===== src/rtl/intra_pkg.sv =====
// Shared types and limits for the intra reference-address generator.
package intra_pkg;

    typedef enum logic [1:0] {
        StIdle,
        StRun,
        StLast
    } state_e;

    localparam int unsigned TILE_DEF = 4;
    localparam int unsigned MAX_LOG2 = 5;

    function automatic logic [2:0] clamp_l2(input logic [2:0] l2, input int unsigned lo);
        logic [2:0] v;
        v = l2;
        if (32'(l2) < lo) begin
            v = 3'(lo);
        end else if (32'(l2) > MAX_LOG2) begin
            v = 3'(MAX_LOG2);
        end
        return v;
    endfunction

endpackage


===== src/rtl/intra_tile_cnt.sv =====
// Raster tile counter (tx fastest) with a combinational last-tile flag.
// i_clr restarts the block at tile (0,0) in the same cycle it may be consumed.
module intra_tile_cnt
    import intra_pkg::*;
#(
    parameter int unsigned TILE  = TILE_DEF,
    parameter int unsigned CNT_W = 3
) (
    input  logic             clk,
    input  logic             rst_n,
    input  logic             i_clr,
    input  logic             i_adv,
    input  logic [2:0]       i_l2,
    output logic [CNT_W-1:0] o_tx,
    output logic [CNT_W-1:0] o_ty,
    output logic             o_last
);

    localparam int unsigned LOG2_TILE = $clog2(TILE);

    logic [CNT_W-1:0] r_tx;
    logic [CNT_W-1:0] r_ty;
    logic [CNT_W-1:0] w_tx_nxt;
    logic [CNT_W-1:0] w_ty_nxt;
    logic [CNT_W-1:0] w_side_m1;

    always_comb begin
        // i_l2 is already clamped to at least LOG2_TILE, so the shift is non-negative
        w_side_m1 = CNT_W'((32'd1 << (32'(i_l2) - LOG2_TILE)) - 32'd1);
        o_tx      = i_clr ? '0 : r_tx;
        o_ty      = i_clr ? '0 : r_ty;
        o_last    = (o_tx == w_side_m1) && (o_ty == w_side_m1);
        w_tx_nxt  = o_tx;
        w_ty_nxt  = o_ty;
        if (i_adv) begin
            if (o_last) begin
                w_tx_nxt = '0;
                w_ty_nxt = '0;
            end else if (o_tx == w_side_m1) begin
                w_tx_nxt = '0;
                w_ty_nxt = o_ty + CNT_W'(1);
            end else begin
                w_tx_nxt = o_tx + CNT_W'(1);
            end
        end
    end

    always_ff @(posedge clk or negedge rst_n) begin
        if (!rst_n) begin
            r_tx <= '0;
            r_ty <= '0;
        end else begin
            r_tx <= w_tx_nxt;
            r_ty <= w_ty_nxt;
        end
    end

endmodule


===== src/rtl/intra_ref_addr_gen.sv =====
// Per-tile intra reference address generator (planar self-generated, angular pass-through).
// Optional INTRA_ADDR_CLAMP_EN saturates angular addresses at 2N.
module intra_ref_addr_gen
    import intra_pkg::*;
#(
    parameter int unsigned ADDR_W = 8,
    parameter int unsigned TILE   = TILE_DEF
) (
    input  logic                          clk,
    input  logic                          rst_n,
    input  logic                          start,
    input  logic                          mode_angle,
    input  logic [2:0]                    log2_size,
    input  logic                          in_valid,
    output logic                          in_ready,
    input  logic [TILE*TILE-1:0]          ang_tol,
    input  logic [TILE*TILE*ADDR_W-1:0]   ang_addr,
    output logic [TILE*TILE-1:0]          tol1,
    output logic [TILE*TILE-1:0]          tol2,
    output logic [TILE*TILE*ADDR_W-1:0]   addr1,
    output logic [TILE*TILE*ADDR_W-1:0]   addr2,
    output logic                          out_valid,
    input  logic                          out_ready,
    output logic                          out_last,
    output logic                          busy
);

    localparam int unsigned LANES     = TILE * TILE;
    localparam int unsigned LOG2_TILE = $clog2(TILE);
    localparam int unsigned CNT_W     = (MAX_LOG2 > LOG2_TILE) ? MAX_LOG2 - LOG2_TILE : 1;

    state_e                    r_state;
    state_e                    w_state_nxt;
    logic                      r_mode;
    logic [2:0]                r_l2;
    logic                      r_out_valid;
    logic                      r_out_last;
    logic [LANES-1:0]          r_tol1;
    logic [LANES-1:0]          r_tol2;
    logic [LANES*ADDR_W-1:0]   r_addr1;
    logic [LANES*ADDR_W-1:0]   r_addr2;

    logic                      w_handoff;
    logic                      w_slot_free;
    logic                      w_start_acc;
    logic                      w_mode;
    logic [2:0]                w_l2;
    logic                      w_gen;
    logic                      w_last;
    logic [CNT_W-1:0]          w_tx;
    logic [CNT_W-1:0]          w_ty;
    logic [LANES-1:0]          w_tol1;
    logic [LANES-1:0]          w_tol2;
    logic [LANES*ADDR_W-1:0]   w_addr1;
    logic [LANES*ADDR_W-1:0]   w_addr2;

`ifdef INTRA_ADDR_CLAMP_EN
    function automatic logic [ADDR_W-1:0] sat_addr(input logic [ADDR_W:0] v,
                                                   input logic [2:0] l2);
        logic [31:0] lim;
        lim = 32'd2 << l2;
        return (32'(v) > lim) ? ADDR_W'(lim) : v[ADDR_W-1:0];
    endfunction
`endif

    assign w_handoff   = r_out_valid && out_ready;
    assign w_slot_free = !r_out_valid || out_ready;
    // A new block may start while the previous last beat leaves (no bubble)
    assign w_start_acc = start && ((r_state == StIdle) || ((r_state == StLast) && w_handoff));
    assign w_mode      = w_start_acc ? mode_angle : r_mode;
    assign w_l2        = w_start_acc ? clamp_l2(log2_size, LOG2_TILE) : r_l2;
    assign in_ready    = (r_state == StRun) && r_mode && w_slot_free;
    // Planar emits its first tile in the start cycle; angular waits for in_valid
    assign w_gen       = ((r_state == StRun) && w_slot_free && (!r_mode || in_valid)) ||
                         (w_start_acc && !mode_angle);

    intra_tile_cnt #(
        .TILE  (TILE),
        .CNT_W (CNT_W)
    ) u_tile_cnt (
        .clk    (clk),
        .rst_n  (rst_n),
        .i_clr  (w_start_acc),
        .i_adv  (w_gen),
        .i_l2   (w_l2),
        .o_tx   (w_tx),
        .o_ty   (w_ty),
        .o_last (w_last)
    );

    always_comb begin
        w_state_nxt = r_state;
        if ((r_state == StLast) && w_handoff) begin
            w_state_nxt = StIdle;
        end
        if (w_start_acc) begin
            w_state_nxt = StRun;
        end
        if (w_gen && w_last) begin
            w_state_nxt = StLast;
        end
    end

    always_comb begin
        w_tol1  = '0;
        w_tol2  = '0;
        w_addr1 = '0;
        w_addr2 = '0;
        for (int k = 0; k < LANES; k++) begin
            if (w_mode) begin
                w_tol1[k] = ang_tol[k];
                w_tol2[k] = ang_tol[k];
`ifdef INTRA_ADDR_CLAMP_EN
                w_addr1[k*ADDR_W +: ADDR_W] = sat_addr({1'b0, ang_addr[k*ADDR_W +: ADDR_W]}, w_l2);
                w_addr2[k*ADDR_W +: ADDR_W] = sat_addr({1'b0, ang_addr[k*ADDR_W +: ADDR_W]} +
                                                       (ADDR_W+1)'(1), w_l2);
`else
                w_addr1[k*ADDR_W +: ADDR_W] = ang_addr[k*ADDR_W +: ADDR_W];
                w_addr2[k*ADDR_W +: ADDR_W] = ang_addr[k*ADDR_W +: ADDR_W] + ADDR_W'(1);
`endif
            end else begin
                w_tol1[k] = 1'b1;
                w_addr1[k*ADDR_W +: ADDR_W] = ADDR_W'(32'(w_tx) * TILE + 32'(k) % TILE);
                w_addr2[k*ADDR_W +: ADDR_W] = ADDR_W'(32'(w_ty) * TILE + 32'(k) / TILE);
            end
        end
    end

    always_ff @(posedge clk or negedge rst_n) begin
        if (!rst_n) begin
            r_state     <= StIdle;
            r_mode      <= 1'b0;
            r_l2        <= '0;
            r_out_valid <= 1'b0;
            r_out_last  <= 1'b0;
            r_tol1      <= '0;
            r_tol2      <= '0;
            r_addr1     <= '0;
            r_addr2     <= '0;
        end else begin
            r_state <= w_state_nxt;
            if (w_start_acc) begin
                r_mode <= mode_angle;
                r_l2   <= w_l2;
            end
            if (w_gen) begin
                r_out_valid <= 1'b1;
                r_out_last  <= w_last;
                r_tol1      <= w_tol1;
                r_tol2      <= w_tol2;
                r_addr1     <= w_addr1;
                r_addr2     <= w_addr2;
            end else if (w_handoff) begin
                r_out_valid <= 1'b0;
                r_out_last  <= 1'b0;
            end
        end
    end

    assign tol1      = r_tol1;
    assign tol2      = r_tol2;
    assign addr1     = r_addr1;
    assign addr2     = r_addr2;
    assign out_valid = r_out_valid;
    assign out_last  = r_out_last;
    assign busy      = (r_state != StIdle);

endmodule


===== config.mk =====
export PLATFORM = sky130hd
export DESIGN_NAME = intra_ref_addr_gen
export DESIGN_NICKNAME = d
export VERILOG_FILES = /design/src/rtl/intra_pkg.sv /design/src/rtl/intra_tile_cnt.sv /design/src/rtl/intra_ref_addr_gen.sv
export SDC_FILE = /design/constraint.sdc
export NUM_CORES = 1
export LEC_CHECK = 0
export BUFFER_PORTS_ARGS = -buffer_cell sky130_fd_sc_hd__buf_2
export CAP_MARGIN = 20
export CORE_AREA = 3 3 170 172
export CTS_CLUSTER_DIAMETER = 50
export DETAILED_ROUTE_END_ITERATION = 16
export DIE_AREA = 0 0 173 175
export PLACE_DENSITY = 0.72
export SLEW_MARGIN = 5
export SYNTH_ARGS = -nofsm -noshare
export SYNTH_HDL_FRONTEND = slang
export SYNTH_SLANG_ARGS = --single-unit

===== constraint.sdc =====
create_clock -name clk -period 6.1 [get_ports clk]
set_input_delay 0.61 -clock clk [delete_from_list [all_inputs] [get_ports clk]]
set_output_delay 0.61 -clock clk [all_outputs]
set_load 0.02 [all_outputs]

* Word level (Yosys, flattened, before mapping)
Cells that the tools add are included.
** Storage, ports and cells
- Register bits :: 302
- Bits of input ports :: 153
- Output and inout port bits :: 292
- Word-level logic and storage cells :: 147
** Operators by class
- $add $sub $neg :: 26
- Magnitude comparators :: 2
- Equality and inequality tests :: 4
- Shifts and indexed selects :: 1
- Mux-type cells :: 82
- Reduce and logical (&&, ||, !) cells :: 21
** Operator list (count)
- $mux W8 :: 32
- $add A8 B1 Y8 const B :: 16
- $mux W1 :: 36
- $mux W3 :: 11
- $shl A1 B32 Y3 const A :: 1
- $add A5 B2 Y6 const B :: 4
- $add A5 B1 Y6 const B :: 2
- $logic_and A1 B1 Y1 :: 10
- $add A3 B1 Y3 const B :: 2
- $eq A3 B3 Y1 :: 2
- $mux W2 :: 3
- $logic_or A1 B1 Y1 :: 4
- $reduce_bool A2 Y1 :: 2
- $sub A3 B2 Y4 const B :: 1
- $gt A3 B3 Y1 const B :: 1
- $logic_not A1 Y1 :: 3
- $lt A3 B2 Y1 const B :: 1
- $reduce_bool A3 Y1 :: 1
- $sub A3 B1 Y3 const B :: 1
- $eq A2 B1 Y1 const B :: 1
- $eq A2 B2 Y1 const B :: 1
- $logic_not A2 Y1 :: 1

* Depth between registers and ports, before layout
- Depth in word-level cells :: 12
- Gate-level depth with buffers :: 14

* By module
Synthesis repeated with hierarchy kept, for this count alone.
** Unflattened totals
- Cell total of the unflattened synthesis :: 1061
- Area, all modules :: 13131.3 µm²
** By module, submodules not included
- intra_ref_addr_gen :: times used 1, cells each 1001, area an instance 12567.1 µm², sequential area each 7407.1 µm²
- intra_tile_cnt :: times used 1, cells each 60, area an instance 564.3 µm², sequential area each 150.1 µm²

* Worst setup path before layout
OpenSTA, ideal clock, no wires.
- Kind :: in2reg
- From :: input start
- To :: register r_state[0]
- Library setup time :: 119 ps
- Arrival :: 2938 ps
- Path slack :: 3043 ps
- Stages :: 12
- Path through :: nor2b_1 -> nand2_2 -> buf_4 -> o21ai_0 -> ha_1 -> nor2_1 -> nand2_1 -> o21ai_0 -> mux2i_1 -> a211o_1 -> or3_4 -> o21a_1
** On the way
- Cells in the longest elaborated chain, start to end :: 9
** Ends and longest elaborated chain
- start, declared :: line intra_ref_addr_gen.sv:11 : input logic start,
- $logic_and A1 B1 Y1 (*) :: line intra_ref_addr_gen.sv:69 : assign w_start_acc = start && ((r_state == StIdle) || ((r_state == StLast) && w_handoff));
- $mux W3 (*) :: line intra_ref_addr_gen.sv:71 : assign w_l2 = w_start_acc ? clamp_l2(log2_size, LOG2_TILE) : r_l2;
- named net u_tile_cnt.i_l2[1] :: line intra_tile_cnt.sv:13 : input logic [2:0] i_l2,
- $sub A3 B2 Y4 (*) :: line intra_tile_cnt.sv:29 : w_side_m1 = CNT_W'((32'd1 << (32'(i_l2) - LOG2_TILE)) - 32'd1);
- $shl A1 B32 Y3 (*) :: line intra_tile_cnt.sv:29
- $sub A3 B1 Y3 (*) :: line intra_tile_cnt.sv:29
- $eq A3 B3 Y1 :: line intra_tile_cnt.sv:32 : o_last = (o_tx == w_side_m1) && (o_ty == w_side_m1);
- $logic_and A1 B1 Y1 (*) :: line intra_tile_cnt.sv:32
- $logic_and A1 B1 Y1 (*) :: line intra_ref_addr_gen.sv:99 : if (w_gen && w_last) begin
- $reduce_bool A3 Y1 (no source line) / $mux W2 (equally long branches)
- end signal, assigned :: line intra_ref_addr_gen.sv:131 : r_state <= StIdle;
- end signal, assigned :: line intra_ref_addr_gen.sv:141 : r_state <= w_state_nxt;
- end, declared :: line intra_ref_addr_gen.sv:32 : state_e r_state;
Mark *: on every way through the listed nets, which the timed path passes. The rest lies on a longest branch.
A chain may end at the register's enable or synchronous reset.

* Worst setup path after layout
- From :: register r_mode
- To :: register r_addr2[76], in the netlist addr2[76]
** On the way
- Cells in the longest elaborated chain, start to end :: 4
** Ends and longest elaborated chain
- start, declared :: line intra_ref_addr_gen.sv:34 : logic r_mode;
- start signal, assigned :: line intra_ref_addr_gen.sv:143 : r_mode <= mode_angle;
- $logic_not A1 Y1 :: line intra_ref_addr_gen.sv:74 : assign w_gen = ((r_state == StRun) && w_slot_free && (!r_mode || in_valid)) ||
- $logic_or A1 B1 Y1 :: line intra_ref_addr_gen.sv:74
- $logic_and A1 B1 Y1 :: line intra_ref_addr_gen.sv:74
- $logic_or A1 B1 Y1 :: line intra_ref_addr_gen.sv:74
- end signal, assigned :: line intra_ref_addr_gen.sv:152 : r_addr2 <= w_addr2;
- end, declared :: line intra_ref_addr_gen.sv:41 : logic [LANES*ADDR_W-1:0] r_addr2;
Several ways; a longest one is shown, not always the timed one.

==> results.json <==
{
  "utilization_pct": 59.23,
  "holdBufCountCts": 0,
  "period_share_pct": 54.61,
  "tns_ns": 0,
  "nFillCells": 2315,
  "insertedDiodeCount": 0,
  "peakVddDrop_uv": 387.4,
  "multi_input_area_sq_um": 4827,
  "place.detailed.hpwl_microns": 27520,
  "cp.required_ns": 6.50,
  "synth_fp_nets": 1239,
  "fp.dieH_microns": 175,
  "areaGrowthSynthToFinish_pct": 29.60,
  "hold_viol_final": 0,
  "r2r.worst_path.cells": 6,
  "ys.flop_type": "dfrtp_1",
  "whs_ns": 0.1235,
  "rows": 61,
  "gp_congestion": 0.8388,
  "drv_slew": 0,
  "syn_area_sq_um": 12630,
  "ys_types": 47,
  "status": "complete, no violations",
  "post_cts_resize_count": 0,
  "end_kind": "flop",
  "pin_count": 445,
  "seq_area_frac_synth_pct": 59.85,
  "dpl-instance-area_sq_um": 15230,
  "ys_top_cells_by_area": "dfrtp_1, a22o_1, a221o_1",
  "layout.cells.non_filler": 1887,
  "rsz0062_at_grt": "no",
  "cts_setup_buffers": 0,
  "vias": 10540,
  "dp.cells": 1824,
  "dr.pass1.iters": 5,
  "ys_ff_latch": 302,
  "synth-edff-count": 0,
  "cp.arrival_ns": 3.73,
  "h-tree-depth": 2,
  "path_clk_slew_ns": 0.06,
  "worst-slew-pin-transition_ns": 1.106,
  "synthCells": 1065,
  "grt_pass1_vias": 10790,
  "post_drt_wl_per_cell_microns": 21.12,
  "numCtsBuffers": 35,
  "die_area_sq_um": 30280,
  "async_flop_share_pct": 100.0,
  "relSlewSlack_pct": 26.18,
  "drv_cap": 0,
  "regArea_sq_um": 7557,
  "finalSetupViolations": 0,
  "finClkSkew_ns": 0.008521,
  "cts_tree": "built",
  "die_w_microns": 173,
  "grtUsageTotal_pct": 25.72,
  "crit_fanout": 99,
  "drt_wl_total_microns": 39850,
  "cp-start-kind": "flop",
  "antenna_found_initial": 1,
  "grt-ovfl-total": 0,
  "synth_top_area_share_pct": 59.85,
  "grt_pass1_wl_microns": 62430,
  "fin_crit_ns": 3.331,
  "nets": 1658,
  "start_util_pct": 45.70,
  "yosys_warnings": 0,
  "crit_type": "flop to flop",
  "viasPerCell": 5.584,
  "drc": 0,
  "core_sq_um": 27630,
  "cts-root-buf": "clkbuf_16",
  "leakage_nw": 8.003,
  "port_buffers": 444,
  "cellPowerDensity_nw_per_um2": 562.4,
  "grt_max_degree": 140,
  "fin_area_sq_um": 16360,
  "hp-class": "input pin to asynchronous set/reset pin",
  "ant_nets": 0,
  "numClockSinks": 302,
  "synth_area_per_cell_sq_um": 11.86,
  "drt_iter0_drc": 757,
  "clk_latency_ns": 0.50,
  "synth_area_leader_cell": "dfrtp_1",
  "drive_above_1_share_pct": 35.06,
  "cts_buffer_depth": 3,
  "fmax_mhz": 300.2
}
==> Yosys cell counts (2+ instances only) <==
master	n
mux2i_1	2
o21ai_0	100
o22a_1	40
a221o_1	64
a211oi_1	2
buf_2	5
nor2b_1	2
a21oi_1	44
and3_1	16
dfrtp_1	302
nand3_1	50
and2_1	2
inv_1	5
ha_1	21
clkbuf_1	56
a211o_1	2
nor3b_2	3
xnor2_1	36
o21ai_1	2
nand2b_1	3
nor3b_1	2
nand2_1	89
o21a_1	2
buf_1	13
a22o_1	88
xor2_1	64
nor2_1	30
==> cell usage in the layout, fill, tap and decap left out, types with 9 or more instances in the layout <==
cell type | Yosys | layout
a22o_1 | 88 | 88
buf_4 | 1 | 9
buf_2 | 5 | 443
and3_1 | 16 | 16
o21ai_0 | 100 | 100
a21oi_1 | 44 | 44
xnor2_1 | 36 | 36
a221o_1 | 64 | 64
nor2_1 | 30 | 30
xor2_1 | 64 | 64
nand2_1 | 89 | 89
dfrtp_1 | 302 | 302
o22a_1 | 40 | 40
nand3_1 | 50 | 50
ha_1 | 21 | 21
clkbuf_16 | 0 | 37
==> per-layer routing <==
| layer | vias to the layer above | share of wire, % | global-route usage, % |
|---|---|---|---|
| met1 | 5232 | 41 | 33.41 |
| li1 | 4740 | - | - |
| met3 | 77 | 7.9 | 6.410 |
| met5 | - | 0.033 | 0 |
| met4 | 2 | 3.2 | 8.716 |
| met2 | 486 | 48 | 42.43 |
==> report_power, final <==
part | total, mW | switching (mW) | leakage [nW] | internal [mW]
logic | 4.07 | 2.66 | 3.70 | 1.41
registers | 3.12 | 0.391 | 3.76 | 2.73
clock network | 2.01 | 0.826 | 0.545 | 1.19
total | 9.20 | 3.88 | 8.00 | 5.32
==> area by class of cell <==
class | count | area share [%]
Inverter | 5 | 0.1147
Timing Repair Buffer | 457 | 14.56
Clock inverter | 11 | 0.4129
Tap cell | 378 | 2.890
Multi-Input combinational cell | 683 | 29.50
Clock buffer | 51 | 6.346
Sequential cell | 302 | 46.18
==> state kept, by name, summed over array words and instances, names as in the netlist <==
register	flops
u_tile_cnt.r_tx	3
out_valid	1
tol2	16
tol1	16
u_tile_cnt.r_ty	3
r_state	2
out_last	1
addr2	128
r_mode	1
r_l2	3
addr1	128
==> through the flow <==
stage	setup WS, ns	total power [mW]
final	2.769	9.203
after detailed placement	2.547	7.218
after CTS	2.761	9.249
after global placement	2.612	7.108
after global routing	2.467	9.727
after floorplan	3.043	5.694
==> path summary, 6_finish.rpt <==
path | start | slack [ns] | end
max | r_mode$_DFF_PN0_ | 2.77 | addr2[76]$_DFFE_PN0N_
min reg2reg | addr2[127]$_DFFE_PN0N_ | 0.47 | addr2[127]$_DFFE_PN0N_
min in group clk | ang_addr[40] | 0.33 | addr2[40]$_DFFE_PN0N_
min | rst_n | 0.12 | tol2[9]$_DFFE_PN0N_
max in group asynchronous | rst_n | 4.65 | addr1[44]$_DFFE_PN0N_
max reg2reg | r_mode$_DFF_PN0_ | 2.77 | addr2[76]$_DFFE_PN0N_
==> kinds of logic (layout without fill, tap and decap cells) <==
family | Yosys count | count (layout) | synth area share (%)
AOI/OAI and AO/OA | 351 | 351 | 20.65
xor gates and xnor gates | 100 | 100 | 6.936
adders and majority gates | 21 | 21 | 2.081
buffers and inverters | 80 | 524 | 2.457
DFF | 302 | 302 | 59.85
muxes | 2 | 2 | 0.1585
and+or+nand+nor | 209 | 209 | 7.868
==> critical path, cell delays in order (launching register included) <==
cell	delay, ns
dfrtp_1	0.62
nand2b_1	0.10
nand4b_1	0.51
o21a_4	0.72
buf_4	0.90
a21oi_1	0.16
o21ai_0	0.13
Note: power is estimated with default switching activity, not from simulation.
